--- config.mk ---
export PLATFORM = sky130hd
export DESIGN_NAME = alu_mc
export DESIGN_NICKNAME = d
export VERILOG_FILES = /design/src/rtl/alu_mc.sv
export SDC_FILE = /design/constraint.sdc
export NUM_CORES = 1
export LEC_CHECK = 0
export ABC_AREA = 1
export CORE_MARGIN = 2
export CORE_UTILIZATION = 32
export CTS_CLUSTER_SIZE = 16
export DETAILED_ROUTE_END_ITERATION = 16
export HOLD_SLACK_MARGIN = 0.12
export PLACE_DENSITY = 0.57
export SLEW_MARGIN = 15
export SYNTH_ARGS = -nofsm -noshare
export SYNTH_HDL_FRONTEND = slang
export SYNTH_SLANG_ARGS = --single-unit
--- constraint.sdc ---
create_clock -name clk -period 3.4 [get_ports clk]
set_input_delay 1.02 -clock clk [delete_from_list [all_inputs] [get_ports clk]]
set_output_delay 1.02 -clock clk [all_outputs]
set_load 0.02 [all_outputs]
--- src/rtl/alu_mc.sv ---
// alu_mc: multi-cycle ALU with a start/ready handshake.
// ADD, SUB, NAND, PASSB and XOR take one cycle. A rotate by n > 0 takes one
// extra cycle per bit position. MUL runs W shift-add steps.
// The result and the parity, not-equal, zero and carry flags are registered
// and held until the next operation completes.
module alu_mc #(
    parameter int W    = 8,
    parameter int SH_W = $clog2(W)
) (
    input  logic         clk,
    input  logic         reset,
    input  logic         start,
    input  logic         flush,
    input  logic [2:0]   alu_cmd,
    input  logic [W-1:0] inA,
    input  logic [W-1:0] inB,
    output logic         ready,
    output logic         done,
    output logic [W-1:0] rslt,
    output logic         pari,
    output logic         ne,
    output logic         zero,
    output logic         cout
);

    localparam int CNT_W = $clog2(W) + 1;

    localparam logic [2:0] OP_ADD   = 3'b000;
    localparam logic [2:0] OP_ROTR  = 3'b001;
    localparam logic [2:0] OP_NAND  = 3'b010;
    localparam logic [2:0] OP_PASSB = 3'b011;
    localparam logic [2:0] OP_SUB   = 3'b100;
    localparam logic [2:0] OP_MUL   = 3'b101;
    localparam logic [2:0] OP_ROTL  = 3'b110;
    localparam logic [2:0] OP_XOR   = 3'b111;

    typedef enum logic [1:0] {
        S_IDLE = 2'd0,
        S_RUN  = 2'd1,
        S_DONE = 2'd2
    } state_t;

    state_t             state;
    logic [2:0]         cmd;
    logic [CNT_W-1:0]   cnt;
    logic [W-1:0]       work;    // value being rotated, or the shifting multiplicand
    logic [W-1:0]       acc;     // multiply accumulator
    logic [W-1:0]       mplr;    // multiplier, consumed LSB first
    logic               ne_run;  // not-equal flag captured at accept for iterative ops

    logic [SH_W-1:0]    sh;
    logic [W:0]         quick;
    logic               is_rot;
    logic [W-1:0]       rot_next;
    logic [W-1:0]       mul_next;
    logic [W-1:0]       step_res;

    // Single-cycle operations; bit W carries cout (ADD carry, SUB no-borrow).
    function automatic logic [W:0] quick_op(input logic [2:0] c,
                                            input logic [W-1:0] a,
                                            input logic [W-1:0] b);
        logic [W:0] r;
        r = '0;
        case (c)
            OP_ADD:  r = {1'b0, a} + {1'b0, b};
            OP_SUB: begin
                r    = {1'b0, a} - {1'b0, b};
                r[W] = ~r[W];
            end
            OP_NAND: r = {1'b0, ~(a & b)};
            OP_XOR:  r = {1'b0, a ^ b};
            default: r = {1'b0, b};   // PASSB, and rotates by zero
        endcase
        return r;
    endfunction

    function automatic logic [W-1:0] rotr1(input logic [W-1:0] x);
        return {x[0], x[W-1:1]};
    endfunction

    function automatic logic [W-1:0] rotl1(input logic [W-1:0] x);
        return {x[W-2:0], x[W-1]};
    endfunction

    // ready is a pure decode of the state register.
    assign ready = (state != S_RUN);

    // Next-value logic for the single-cycle path and for one iteration step.
    always_comb begin
        sh       = inA[SH_W-1:0];
        quick    = quick_op(alu_cmd, inA, inB);
        is_rot   = (alu_cmd == OP_ROTR) || (alu_cmd == OP_ROTL);
        rot_next = (cmd == OP_ROTR) ? rotr1(work) : rotl1(work);
        mul_next = acc + (mplr[0] ? work : '0);
        step_res = (cmd == OP_MUL) ? mul_next : rot_next;
    end

    // Control FSM with the iteration datapath and the registered result and flags.
    always_ff @(posedge clk or posedge reset) begin
        if (reset) begin
            state  <= S_IDLE;
            cmd    <= '0;
            cnt    <= '0;
            work   <= '0;
            acc    <= '0;
            mplr   <= '0;
            ne_run <= 1'b0;
            done   <= 1'b0;
            rslt   <= '0;
            pari   <= 1'b0;
            ne     <= 1'b0;
            zero   <= 1'b0;
            cout   <= 1'b0;
        end else begin
            case (state)
                S_IDLE, S_DONE: begin
                    done  <= 1'b0;
                    state <= S_IDLE;
                    if (start) begin
                        cmd    <= alu_cmd;
                        ne_run <= (inA != inB);
                        if (alu_cmd == OP_MUL) begin
                            acc   <= '0;
                            work  <= inA;
                            mplr  <= inB;
                            cnt   <= CNT_W'(W);
                            state <= S_RUN;
                        end else if (is_rot && (sh != '0)) begin
                            work  <= inB;
                            cnt   <= CNT_W'(sh);
                            state <= S_RUN;
                        end else begin
                            rslt  <= quick[W-1:0];
                            cout  <= quick[W];
                            pari  <= ^quick[W-1:0];
                            zero  <= (quick[W-1:0] == '0);
                            ne    <= (inA != inB);
                            done  <= 1'b1;
                            state <= S_DONE;
                        end
                    end
                end
                S_RUN: begin
                    done <= 1'b0;
                    if (flush) begin
                        cnt   <= '0;
                        state <= S_IDLE;
                    end else begin
                        work <= (cmd == OP_MUL) ? (work << 1) : rot_next;
                        acc  <= mul_next;
                        mplr <= mplr >> 1;
                        cnt  <= cnt - CNT_W'(1);
                        if (cnt == CNT_W'(1)) begin
                            rslt  <= step_res;
                            cout  <= 1'b0;
                            pari  <= ^step_res;
                            zero  <= (step_res == '0);
                            ne    <= ne_run;
                            done  <= 1'b1;
                            state <= S_DONE;
                        end
                    end
                end
                default: begin
                    done  <= 1'b0;
                    state <= S_IDLE;
                end
            endcase
        end
    end

endmodule

==> impl_metrics.env, run 1 <==
export IMPL_outcome="finished clean"
export IMPL_grt_pass1_wl_um=19700
export IMPL_drt_pre_antenna_iters=4
export IMPL_dieArea_sq_um=13600
export IMPL_yosysTopAreaCellShare=0.289
export IMPL_fin_cells=854
export IMPL_ys_flop_type="dfrtp_1"
export IMPL_grt_total_usage=0.182
export IMPL_grt_pass1_vias=4131
export IMPL_grt_overflow=0
export IMPL_crit_path_end="pari"
export IMPL_rr_endpoint="pari"
export IMPL_ctsResizeCount=0
export IMPL_num_vias=4039
export IMPL_leakage_nw=2.74
export IMPL_cp_top_family="simple AND/OR/NAND/NOR gates"
export IMPL_core_sq_um=12500
export IMPL_final_antenna_net_count=0
export IMPL_max_cap_violations=0
export IMPL_drcViolationCount=0
export IMPL_insertion_delay_ns=0.29
export IMPL_wl_um=11700
export IMPL_die_x_um=117
export IMPL_cp_max_fo=4
export IMPL_tightest_slew_ns=0.618
export IMPL_skew_ns=0.00569
export IMPL_die_h_um=117
export IMPL_rr_startpoint="mplr[0]"
export IMPL_cts_tree="done"
export IMPL_cts_sinks=47
export IMPL_crit_start="inA[2]"
export IMPL_dpl_cell_area_sq_um=4990
export IMPL_finalPower_mw=3.17
export IMPL_synthToLayoutAreaGrowth_pct=28.4
export IMPL_slew_violations=0
export IMPL_power_density_nw_per_um2=608
export IMPL_setup_viol=0
export IMPL_max_stage_delay_ns=0.47
export IMPL_r2r_slack_ns=0.58
export IMPL_start_util=0.325
export IMPL_ys_warnings_count=0
export IMPL_synthArstFlopShare=1.00
export IMPL_place_hpwl_um=9410
export IMPL_cp_arrival_ns=3.44
export IMPL_placedCellCount=846
export IMPL_setup_tns_ns=0
export IMPL_root_buffer="clkbuf_16"
export IMPL_drtIter0Drc=217
export IMPL_finalCritPeriodShare=0.942
export IMPL_drive_gt1_frac=0.129
export IMPL_antenna_cells=0
export IMPL_post_cts_setup_buffer_count=0
export IMPL_layout_nets=741
export IMPL_cp_depth=16
export IMPL_hold_viol_final=0
export IMPL_wire_per_inst_um=13.7
export IMPL_final_common_cell="nand2_1"
export IMPL_fin_crit_ns=3.20
export IMPL_rows=41
export IMPL_required_ns=3.63
export IMPL_ys_seq_area_frac=0.289
export IMPL_cp_start_kind="primary input"
export IMPL_topRoutingLayerUsed="met4"
export IMPL_path_buf_inv=2
export IMPL_port_buffers=36
export IMPL_rr_worst_depth=13
export IMPL_cp_slowest_cell="clkdlybuf4s50_1"
export IMPL_endpoint_kind="flop"
export IMPL_holdCritPathClass="flop to flop"
export IMPL_synth_edf_count=0
export IMPL_gp_congestion=0.887
export IMPL_ys_types=42
export IMPL_syn_cell_area_sq_um=4070
export IMPL_synthTopCellsByArea="dfrtp_1 (29%), nand2_1 (16%), ha_1 (10%), inv_1 (8.8%), nand3_1 (6.9%)"
export IMPL_cts_max_level=2
export IMPL_wl_met2_um=5820
export IMPL_ir_worst_vdd_v=0.000206
export IMPL_antenna_found_initial=0
export IMPL_nFillCells=1334
export IMPL_viasPerCell=4.73
export IMPL_cts_path_max_buffers=2
export IMPL_synth_seq_cells=47
export IMPL_syn_nets=654
export IMPL_grt_max_degree=48
export IMPL_final_cell_area_sq_um=5220
export IMPL_path_class="primary input to flop"
export IMPL_postCtsHoldBufs=0
export IMPL_fmax_mhz=312
export IMPL_crit_path_cell_trace="clkdlybuf4s50_1 > buf_4 > ha_1 > nor2_1 > nand2_1 > nand3b_1 > nand2_1 > nand2_1 > nand3_1 > nand3_1 > nand2_1 > ha_1 > xnor2_1 > xnor2_1 > nand2_1 > nand3_1"
export IMPL_met1_length_um=5380
export IMPL_yosysTopAreaCell="dfrtp_1"
export IMPL_mostFrequentLayoutCells="nand2_1 (170), inv_1 (93), nand3_1 (55), buf_4 (55), dfrtp_1 (47)"
export IMPL_wl_met3_um=240
export IMPL_synthCells=594
export IMPL_crit_path_frequent_cell="nand2_1"
export IMPL_avgSynthCellArea_sq_um=6.85
export IMPL_clk_pin_slew_ns=0.06
export IMPL_num_io_pins=37
export IMPL_max_slew_margin_rel=0.588
export IMPL_numCtsBuffers=5
## worst min-delay path: cells and delay by family (launching register included)
family | cells | cell delay [ns]
DFF | 1 | 0.35
and+or+nand+nor | 2 | 0.10
## per-layer routing
layer / global-route usage / vias up
met5: 0 / -
met4: 0.0580 / 0
met1: 0.226 / 1870
met2: 0.330 / 53
met3: 0.0202 / 15
li1: - / 2101
## cells by family after synthesis
| family | after synthesis | synth area share |
|---|---|---|
| and+or+nand+nor | 294 | 0.319 |
| DFF | 47 | 0.289 |
| buffers and inverters | 111 | 0.109 |
| xor gates and xnor gates | 14 | 0.0302 |
| AOI/OAI and AO/OA | 91 | 0.133 |
| adders and majority gates | 37 | 0.119 |
## where the power goes
group	internal [mW]	total, mW	switching, mW	leakage, nW
registers	0.768	0.937	0.169	0.571
logic	0.701	1.65	0.950	2.09
clock network	0.366	0.586	0.220	0.0868
## flip-flops by register name, indices dropped and copies added, names as in the netlist
signal  flops
acc         8
cout        1
work        8
cmd         3
pari        1
state       2
done        1
mplr        8
ne_run      1
cnt         4
ne          1
zero        1
rslt        8
## layout make-up
type,instances,area (sq um),share of cell area
Clock buffer,6,139,0.0266
Clock inverter,2,35.0,0.00671
Inverter,100,383,0.0733
Multi-Input combinational cell,436,2490,0.477
Sequential cell,47,1180,0.225
Tap cell,172,215,0.0412
Timing Repair Buffer,91,783,0.150
## through the flow
stage	worst slack (ns)	hold slack, ns	utilization
detailed placement	-0.240	0.476	0.399
floorplan	0.408	0.449	-
CTS	0.0599	0.494	0.413
global placement	-0.195	0.467	0.399
global route	-0.0537	0.527	0.417
finish	0.196	0.487	0.417
## worst min-delay path by stage
stage	startpoint	to	slack, ns	depth (start not counted)
floorplan	mplr[7]	mplr[7]	0.45	2
global placement	mplr[7]	mplr[7]	0.47	2
detailed placement	mplr[7]	mplr[7]	0.48	2
CTS	mplr[7]	mplr[7]	0.49	2
global route	mplr[7]	mplr[7]	0.53	2
finish	cout	cout	0.49	2
## Yosys cell counts, types with 2 or more instances
library cell  number
clkbuf_1           4
o211ai_1           2
a21oi_1           15
inv_2              3
nand2_1          170
nor2_1            43
o21ai_0           32
a31oi_1           13
ha_1              34
a32o_1             2
nand3b_1           2
xnor2_1            5
nand3_1           56
a22oi_1            3
nor3_1             3
o21a_1             3
nand4_1            8
o22ai_1           13
inv_1             95
nor2_2             2
buf_2              4
fa_1               3
o21bai_1           2
nor2_4             3
buf_4              2
nor2_8             2
xor2_1             9
dfrtp_1           47
Power figures use the tool's default switching activity.
==> run 2: changes to the inputs <==
Settings changed: CELL_PAD_IN_SITES_DETAIL_PLACEMENT set to 0, CELL_PAD_IN_SITES_GLOBAL_PLACEMENT set to 1, CTS_BUF_LIST set to sky130_fd_sc_hd__clkbuf_4 sky130_fd_sc_hd__clkbuf_8 sky130_fd_sc_hd__clkbuf_16, HOLD_SLACK_MARGIN 0.12 to 0.1, PLACE_DENSITY 0.57 to 0.72.
==> impl_metrics.env, run 2 (synthesized netlist as in run 1, its figures left out) <==
export IMPL_gp_congestion=0.945
export IMPL_setup_tns_ns=0
export IMPL_drtIter0Drc=193
export IMPL_ir_worst_vdd_v=0.000313
export IMPL_wire_per_inst_um=13.8
export IMPL_r2r_slack_ns=0.51
export IMPL_cts_max_level=2
export IMPL_max_cap_violations=0
export IMPL_dieArea_sq_um=13600
export IMPL_die_h_um=117
export IMPL_antenna_found_initial=0
export IMPL_rr_endpoint="pari"
export IMPL_holdCritPathClass="flop to flop"
export IMPL_finalCritPeriodShare=0.942
export IMPL_tightest_slew_ns=0.618
export IMPL_power_frac_clock=0.183
export IMPL_core_sq_um=12500
export IMPL_place_hpwl_um=9660
export IMPL_holdCritStartpoint="mplr[7]"
export IMPL_power_density_nw_per_um2=604
export IMPL_cp_start_kind="primary input"
export IMPL_max_stage_delay_ns=0.42
export IMPL_grt_use_met1=0.251
export IMPL_grt_busiest_layer="met2"
export IMPL_seq_area_sq_um=1180
export IMPL_hold_viol_final=0
export IMPL_power_frac_seq=0.290
export IMPL_skew_ns=0.0146
export IMPL_wl_um=11900
export IMPL_final_antenna_net_count=0
export IMPL_rr_startpoint="mplr[0]"
export IMPL_grt_max_degree=48
export IMPL_final_common_cell="nand2_1"
export IMPL_pre_cts_slack_ns=-0.295
export IMPL_insertion_delay_ns=0.29
export IMPL_rr_worst_depth=13
export IMPL_numCtsBuffers=5
export IMPL_clk_pin_slew_ns=0.07
export IMPL_finalWorstSetupSlack_ns=0.196
export IMPL_crit_path_frequent_cell="nand2_1"
export IMPL_mostFrequentLayoutCells="nand2_1 (167), inv_1 (94), buf_4 (59), nand3_1 (55), dfrtp_1 (47)"
export IMPL_cts_sinks=47
export IMPL_drive_gt1_frac=0.137
export IMPL_port_buffers=36
export IMPL_finalPower_mw=3.19
export IMPL_required_ns=3.58
export IMPL_cp_top_family="simple AND/OR/NAND/NOR gates"
export IMPL_p_sw_frac=0.426
export IMPL_fmax_mhz=312
export IMPL_synthToLayoutAreaGrowth_pct=29.8
export IMPL_grt_pass1_vias=4029
export IMPL_grt_pass1_wl_um=19600
export IMPL_path_class="primary input to flop"
export IMPL_crit_path_cell_trace="clkdlybuf4s50_1 > buf_4 > buf_4 > ha_1 > nor2_1 > nand2_2 > nand3b_1 > nand2_1 > nand2_1 > nand3_1 > nand3_2 > nand2_1 > ha_1 > xnor2_2 > xnor2_1 > nand2_1 > nand3_1"
export IMPL_endpoint_kind="flop"
export IMPL_multi_input_area_sq_um=2520
export IMPL_drt_pre_antenna_iters=4
export IMPL_cp_arrival_ns=3.38
export IMPL_power_switching_mw=1.36
export IMPL_start_util=0.325
export IMPL_rows=41
export IMPL_grt_overflow=0
export IMPL_whs_path_depth=2
export IMPL_cts_path_max_buffers=2
export IMPL_root_buffer="clkbuf_16"
export IMPL_cts_tree="done"
export IMPL_max_slew_margin_rel=0.588
export IMPL_fin_crit_ns=3.20
export IMPL_grt_total_usage=0.182
export IMPL_slew_violations=0
export IMPL_nFillCells=1361
export IMPL_internal_power_mw=1.83
export IMPL_holdPathEnd="mplr[7]"
export IMPL_post_cts_setup_buffer_count=0
export IMPL_die_x_um=117
export IMPL_setup_viol=0
export IMPL_grtUsageMet3=0.0265
export IMPL_drcViolationCount=0
export IMPL_num_io_pins=37
export IMPL_path_buf_inv=3
export IMPL_viasPerCell=4.78
export IMPL_outcome="finished clean"
export IMPL_leakage_nw=2.77
export IMPL_cp_slowest_cell="clkdlybuf4s50_1"
export IMPL_layout_nets=745
export IMPL_antenna_cells=0
export IMPL_combPwrFrac=0.527
export IMPL_num_vias=4097
export IMPL_cp_max_fo=4
export IMPL_met2_usage=0.306
run 2: timing repair:
action | 4_1_cts | 5_1_grt
hold buffers | 0 | 0
setup endpoints to repair | 0 | 1
gates resized for setup | 0 | 17
run 2: per-stage QoR:
stage	instances	utilization	cell area, sq um	hold slack (ns)
after CTS	858	0.415	5190	0.494
final	858	0.422	5280	0.489
after global placement	850	0.401	5020	0.466
after detailed placement	850	0.401	5020	0.471
after global routing	858	0.422	5280	0.523
after floorplan	594	-	4070	0.449
run 2: worst max-delay path by stage:
stage	startpoint	end	slack (ns)	depth (start not counted)
floorplan	inA[0]	pari	0.41	17
global placement	inA[0]	pari	-0.23	16
detailed placement	inA[0]	pari	-0.30	16
CTS	inA[0]	pari	0.01	16
global route	inB[1]	pari	-0.01	17
finish	inB[1]	pari	0.20	17
run 2: cell type report:
class,instances,area share
clock buffer,5,0.0237
clock inverter,3,0.00877
inverter,100,0.0725
multi-input combinational,436,0.477
sequential,47,0.223
tap,172,0.0408
timing repair buffer,95,0.154
run 2: layer usage:
metal,part of all wire,wire (um)
met1,0.49,5840
met2,0.47,5540
met3,0.030,350
met4,0.010,120
met5,0,0
run 2: worst register-to-register path, cell delays in order, from the launching register on:
cell and delay [ns]:
dfrtp_1 0.48, nand2_1 0.11, inv_1 0.04, ha_1 0.21
fa_1 0.43, a31oi_1 0.23, xor2_1 0.13, o21ai_0 0.37
inv_1 0.09, ha_1 0.29, xnor2_1 0.17, xnor2_1 0.13
nand2_1 0.08, nand3_1 0.09
run 2: power by group through the flow:
stage | Combinational (mW) | Clock [mW] | Sequential (mW)
after floorplan | 1.11 | 0 | 0.954
after global placement | 1.64 | 0 | 0.929
after detailed placement | 1.66 | 0 | 0.935
after CTS | 1.67 | 0.595 | 0.925
after global routing | 1.91 | 0.618 | 0.954
final | 1.68 | 0.585 | 0.923
